==> config.mk <==
export PLATFORM = sky130hd
export DESIGN_NAME = ysyx_22040750_ex_mem_stage
export DESIGN_NICKNAME = d
export VERILOG_FILES = /design/src/rtl/ysyx_22040750_pkg.sv /design/src/rtl/ysyx_22040750_ex_mem_stage.sv
export SDC_FILE = /design/constraint.sdc
export NUM_CORES = 1
export LEC_CHECK = 0
export ABC_AREA = 0
export ABC_CLOCK_PERIOD_IN_PS = 25900
export BUFFER_PORTS_ARGS = -buffer_cell sky130_fd_sc_hd__buf_2
export CAP_MARGIN = 10
export CORE_AREA = 2 2 387 389
export DETAILED_ROUTE_END_ITERATION = 8
export DIE_AREA = 0 0 389 391
export PLACE_DENSITY = 0.34
export SLEW_MARGIN = 10
export SYNTH_ARGS = -nofsm -noshare
export SYNTH_HDL_FRONTEND = slang
export SYNTH_SLANG_ARGS = --single-unit
==> constraint.sdc <==
create_clock -name I_sys_clk -period 25.9 [get_ports I_sys_clk]
set_clock_uncertainty 0.15 [all_clocks]
set_input_delay 1.295 -clock I_sys_clk [delete_from_list [all_inputs] [get_ports I_sys_clk]]
set_output_delay 1.295 -clock I_sys_clk [all_outputs]
set_load 0.01 [all_outputs]
==> src/rtl/ysyx_22040750_pkg.sv <==
// Shared types for the EX->MEM stage: state encoding and
// default memory bus widths.
package ysyx_22040750_pkg;

  typedef enum logic [2:0] {
    S_IDLE  = 3'd0,
    S_HOLD  = 3'd1,
    S_REQ   = 3'd2,
    S_WAIT  = 3'd3,
    S_DONE  = 3'd4,
    S_DRAIN = 3'd5
  } ex_mem_state_e;

  localparam int DEF_ADDR_W = 64;
  localparam int DEF_DATA_W = 64;

endpackage

==> src/rtl/ysyx_22040750_ex_mem_stage.sv <==
// EX->MEM stage: holds one instruction, issues at most one
// memory request for it and registers the load data.
module ysyx_22040750_ex_mem_stage
  import ysyx_22040750_pkg::*;
#(
  parameter int PAYLOAD_W = 256,
  parameter int ADDR_W    = DEF_ADDR_W,
  parameter int DATA_W    = DEF_DATA_W,
  localparam int STRB_W   = DATA_W / 8
) (
  input  logic                 I_sys_clk,
  input  logic                 I_rst,
  input  logic                 I_flush,
  input  logic                 I_valid,
  output logic                 O_allowin,
  input  logic [PAYLOAD_W-1:0] I_payload,
  input  logic                 I_is_load,
  input  logic                 I_is_store,
  input  logic [ADDR_W-1:0]    I_addr,
  input  logic [DATA_W-1:0]    I_wdata,
  input  logic [STRB_W-1:0]    I_wstrb,
  output logic                 O_req_valid,
  input  logic                 I_req_ready,
  output logic                 O_req_we,
  output logic [ADDR_W-1:0]    O_req_addr,
  output logic [DATA_W-1:0]    O_req_wdata,
  output logic [STRB_W-1:0]    O_req_wstrb,
  input  logic                 I_resp_valid,
  input  logic [DATA_W-1:0]    I_resp_data,
  output logic                 O_valid,
  input  logic                 I_allowout,
  output logic [PAYLOAD_W-1:0] O_payload,
  output logic [ADDR_W-1:0]    O_addr,
  output logic [DATA_W-1:0]    O_rdata,
  output logic                 O_busy
);

  ex_mem_state_e state_q, state_d;

  logic [PAYLOAD_W-1:0] payload_q;
  logic [ADDR_W-1:0]    addr_q;
  logic [DATA_W-1:0]    wdata_q;
  logic [STRB_W-1:0]    wstrb_q;
  logic [DATA_W-1:0]    rdata_q;
  logic                 we_q;

  logic accept;
  logic is_mem;
  logic hs;
  logic cap_rdata;

  assign O_valid   = (state_q == S_HOLD) || (state_q == S_DONE);
  assign O_allowin = !I_flush &&
                     ((state_q == S_IDLE) || (O_valid && I_allowout));
  assign accept    = I_valid && O_allowin;
  assign is_mem    = I_is_load || I_is_store;
  assign hs        = (state_q == S_REQ) && I_req_ready;
  assign cap_rdata = (state_q == S_WAIT) && I_resp_valid &&
                     !I_flush && !we_q;

  always_comb begin
    state_d = state_q;
    if (I_flush) begin
      unique case (state_q)
        S_REQ:   state_d = hs ? S_DRAIN : S_IDLE;
        S_WAIT,
        S_DRAIN: state_d = I_resp_valid ? S_IDLE : S_DRAIN;
        default: state_d = S_IDLE;
      endcase
    end else begin
      unique case (state_q)
        S_IDLE, S_HOLD, S_DONE: begin
          if (accept)
            state_d = is_mem ? S_REQ : S_HOLD;
          else if (state_q != S_IDLE && I_allowout)
            state_d = S_IDLE;
        end
        S_REQ:   if (hs) state_d = S_WAIT;
        S_WAIT:  if (I_resp_valid) state_d = S_DONE;
        S_DRAIN: if (I_resp_valid) state_d = S_IDLE;
        default: state_d = S_IDLE;
      endcase
    end
  end

  always_ff @(posedge I_sys_clk or posedge I_rst) begin
    if (I_rst) begin
      state_q   <= S_IDLE;
      payload_q <= '0;
      addr_q    <= '0;
      wdata_q   <= '0;
      wstrb_q   <= '0;
      we_q      <= 1'b0;
      rdata_q   <= '0;
    end else begin
      state_q <= state_d;
      if (accept) begin
        payload_q <= I_payload;
        addr_q    <= I_addr;
        wdata_q   <= I_wdata;
        wstrb_q   <= I_wstrb;
        // load wins when both flags are set
        we_q      <= I_is_store && !I_is_load;
      end
      if (cap_rdata)
        rdata_q <= I_resp_data;
    end
  end

  assign O_req_valid = (state_q == S_REQ);
  assign O_req_we    = we_q;
  assign O_req_addr  = addr_q;
  assign O_req_wdata = wdata_q;
  assign O_req_wstrb = wstrb_q;
  assign O_payload   = payload_q;
  assign O_addr      = addr_q;
  assign O_rdata     = rdata_q;
  assign O_busy      = (state_q != S_IDLE);

endmodule
# Word level (Yosys, flattened, before mapping)
# Cells that the tools add are included.
# word_totals
elab_cells,47
reg_bits,460
out_inout_bits,525
# classes
n_reduce_logical,20
n_eq_ne,9
mux,11
# ops
op,n
3-bit 2-to-1 mux,8
3-bit one-hot mux with 4 select lines,1
1-bit logical AND,9
3-bit by 2-bit == test with 1-bit output (second input constant),2
3-bit == test (second input constant),2
3-bit inequality test (second input constant),2
3-bit one-hot mux with 2 select lines,1
4-bit inequality test (second input constant),1
4-bit AND reduction,1
3-bit by 1-bit == test with 1-bit output (second input constant),1
1-bit zero test,3
3-bit zero test,1
1-bit logical OR,3
3-bit by 2-bit inequality test with 1-bit output (second input constant),1
3-bit nonzero test,1
3-bit OR reduction,1
2-bit 2-to-1 mux,1
2-bit OR reduction,1

# Longest topological paths before layout
# logic_depth
word_depth,9
depth_mapped,8
ltp_nobuf,5

# Least setup slack after synthesis
# OpenSTA, ideal clock, no wires.
# synth_path
path_kind,input-to-output
from,input port I_allowout
to,output port O_allowin
stages,3
required_time_ns,24.455
arrival_ns,1.908
slack_ns,22.547
path_cell_list,inv_1 maj3_2 nor3_1
# synth_via
elab_chain_len,3
# synth_rtl
item,line_no,source
"start, declared",ysyx_22040750_ex_mem_stage.sv:31,"input logic I_allowout,"
1-bit logical AND,ysyx_22040750_ex_mem_stage.sv:54,((state_q == S_IDLE) || (O_valid && I_allowout));
1-bit logical OR,ysyx_22040750_ex_mem_stage.sv:54,
1-bit logical AND,ysyx_22040750_ex_mem_stage.sv:53,assign O_allowin = !I_flush &&
"end, declared",ysyx_22040750_ex_mem_stage.sv:15,"output logic O_allowin,"
# No other way between the ends.

# Worst setup path after layout
# layout_path
from,input port I_allowout
to,register payload_q[219] (netlist: O_payload[219])
# layout_via
elab_chain_len,4
# layout_rtl
item,line_no,source
1-bit logical AND,ysyx_22040750_ex_mem_stage.sv:54,
1-bit logical OR,ysyx_22040750_ex_mem_stage.sv:54,
1-bit logical AND,ysyx_22040750_ex_mem_stage.sv:53,
1-bit logical AND,ysyx_22040750_ex_mem_stage.sv:55,assign accept = I_valid && O_allowin;
"end signal, assigned",ysyx_22040750_ex_mem_stage.sv:98,payload_q <= I_payload;
"end, declared",ysyx_22040750_ex_mem_stage.sv:40,logic [PAYLOAD_W-1:0] payload_q;
# No other way between the ends.
# A chain may end at the register's enable or synchronous reset.

==> impl_metrics.ini <==
[run_status]
status = completed

[floorplanning]
die_h_um = 391
die-area_sq_um = 152000
die_w_um = 389
fp-row-count = 142
core_sq_um = 149000
initial_utilization = 0.122
ios = 990

[timing]
max_freq_mhz = 211
setup_ws_ns = 21.15
hold_viol_final = 0
slew_viol_final = 0
whs_ns = 0.315
max_slew_margin = 0.332
fin_setup_tns_ns = 0
period_share = 0.183
tightest_slew_ns = 1.00
rsz0062_at_grt = false
setup_viol = 0
finalCriticalPeriod_ns = 4.75

[synthesis]
async_flop_share = 1.00
synth_fp_nets = 2368
synth_edf_count = 0
synth_seq_cells = 460
synthCells = 1903
yosysTopAreaCellShare = 0.634
yosys-top-cells-area = dfrtp_1 63%, nand2_1 24%, mux2_1 3.7%
ys_seq_area_frac = 0.634
syn_area_per_cell_sq_um = 9.54
synth-main-ff-cell = dfrtp_1
synth_common_cells = 1180 x nand2_1, 460 x dfrtp_1, 64 x buf_4
synth_area_leader_cell = dfrtp_1
synth_cell_types = 28
post-synth-top-count-cell = nand2_1
synth_warnings = 0
synth_area_sq_um = 18100

[placement]
dp_cells = 4691
port_buffers = 989
place_ws_ns = 20.45
place.gp.congestion = 0.855
place_hpwl_um = 61700
dpl-instance-area_sq_um = 24400

[global_route]
overflow = 0
grt_max_degree = 138
antenna_found_initial = 19
grtUsageTotal = 0.103
first_global_vias = 16005
grt_pass1_wl_um = 115000

[route]
drtAntennaViolNets = 0
wl_met3_um = 5760
vias = 15747
top_layer = met5
wirelength_um = 81500
wl_met1_um = 34000
drt-pass1-iter-count = 4
drcViolationCount = 0
routed-wl-met2_um = 40000
drt-initial-drc-count = 703
drt-wirelength-per-cell_um = 16.9
via_per_inst = 3.27

[power_and_ir_drop]
seqPwrFrac = 0.407
pwr_density_cell_nw_per_um2 = 94.4
switchingPower_w = 0.000855
clockPowerShare = 0.332
vdd_ir_drop_max_v = 0.0000474
p_comb_frac = 0.261
p_int_w = 0.00163
p_sw_frac = 0.344
p_leak_nw = 14.9

[setup_path]
endpoint_kind = register
worstPathCellList = buf_2 -> inv_1 -> maj3_2 -> nor4b_4 -> buf_4 -> buf_4 -> buf_4 -> buf_4 -> nand2_1 -> nand2_1
cp_num_cells = 10
cp.arrival_ns = 5.18
path_max_fanout = 85
critPathTopFamily = buffers and inverters
required_ns = 26.33
crit_path_max_incr_delay_ns = 0.84
critPathBufInv = 6
critPathKind = input pin to register
cpMostUsedCell = buf_4
startpoint_type = input pin
cpMaxStageDelayCell = buf_4
r2r_cells = 8

[layout]
fin_nets = 3273
final_area_sq_um = 26400
finalNonFillerCells = 4810
area_delta_synth_final_pct = 45.3
fillers = 16934
drive_gt1_frac = 0.386

[hold_path]
holdPathStages = 2
hold_path_class = register to register

[cts]
htree_num_levels = 2
ctsRootBufferMaster = clkbuf_16
cts_buffer_depth = 3
cts.clk_slew.worst_paths_ns = 0.06
clock_sinks = 460
cts_tree = yes
cts-buffers-inserted = 59
clk_latency_ns = 0.63
post_cts_buffers = 0
hold_buffers = 0
cts-resized-gates = 0

[flow_run]
maxCapViolCount = 0
==> per-layer routing <==
metal,up-vias,track usage
met5,-,0
li1,7555,-
met3,95,0.0304
met1,7523,0.125
met4,10,0.0302
met2,564,0.174
==> final timing paths <==
| kind | startpoint | end | slack (ns) |
|---|---|---|---|
| setup / recovery | I_allowout | O_payload[219]$_DFFE_PP0P_ | 21.15 |
| hold / removal | O_payload[252]$_DFFE_PP0P_ | O_payload[252]$_DFFE_PP0P_ | 0.31 |
| hold reg to reg | O_payload[252]$_DFFE_PP0P_ | O_payload[252]$_DFFE_PP0P_ | 0.31 |
| max in group asynchronous | I_rst | O_req_wdata[36]$_DFFE_PP0P_ | 22.65 |
| setup reg to reg | state_q[0]$_DFFE_PP0P_ | O_payload[219]$_DFFE_PP0P_ | 21.35 |
| min in group asynchronous | I_rst | O_rdata[57]$_DFFE_PP0P_ | 0.67 |
==> cell families (layout without fill, tap and decap cells) <==
logic type | Yosys count | count (layout) | share of synthesized area
XOR/XNOR | 1 | 1 | 0.000483
AO/OA/AOI/OAI | 11 | 11 | 0.00372
multiplexers | 64 | 64 | 0.0397
buffers and inverters | 164 | 1116 | 0.0693
adder cells (fa/ha/maj) | 1 | 1 | 0.000621
AND/OR/NAND/NOR | 1202 | 1202 | 0.252
other | 0 | 11 | 0
flip-flops | 460 | 460 | 0.634
==> power by group through the flow <==
stage | registers (W) | clock network, W | logic [W]
5_1_grt | 0.00104 | 0.000895 | 0.000717
3_5_place_dp | 0.00102 | 0 | 0.000667
3_3_place_gp | 0.00102 | 0 | 0.000668
6_report | 0.00101 | 0.000826 | 0.000649
4_1_cts | 0.00101 | 0.000864 | 0.000667
2_1_floorplan | 0.00110 | 0 | 0.000248
==> per-stage QoR <==
step / utilization / power (W)
2_1_floorplan: - / 0.00135
3_3_place_gp: 0.165 / 0.00169
3_5_place_dp: 0.165 / 0.00169
4_1_cts: 0.177 / 0.00255
5_1_grt: 0.177 / 0.00265
6_report: 0.177 / 0.00249
==> worst reg2reg max path, cell delays in order (launching register included) <==
cell and delay, ns:
dfrtp_1 0.54, maj3_2 0.41, nor4b_4 0.26, buf_4 0.43, buf_4 0.62, buf_4 0.86, buf_4 0.91, nand2_1 0.23
nand2_1 0.09
==> registers in the layout, summed over array words and instances (netlist names) <==
signal / flops
O_rdata: 64
O_req_wdata: 64
O_addr: 64
O_payload: 256
O_req_we: 1
O_req_wstrb: 8
state_q: 3
==> cell usage in the layout, fill, tap and decap left out, types with 4 or more instances in the layout <==
cell type	netlist	routed
buf_2	45	989
buf_4	64	16
bufinv_16	0	4
clkbuf_1	7	22
clkbuf_16	0	59
clkbuf_8	0	9
clkinv_2	0	9
dfrtp_1	460	460
diode_2	0	11
mux2_1	60	60
mux2_2	4	4
nand2_1	1180	1180
nor2_1	6	6
o21ai_0	4	4
==> layout make-up <==
type	instances	area, sq um	share of cell area
Clock inverter	18	206	0.00783
Sequential cell	460	11500	0.437
Timing Repair Buffer	1006	5090	0.193
Inverter	2	15.0	0.000570
Antenna cell	11	27.5	0.00104
Multi-Input combinational cell	1279	5390	0.205
Tap cell	1944	2430	0.0923
Clock buffer	90	1680	0.0638
Note: power is estimated with default switching activity, not from simulation.
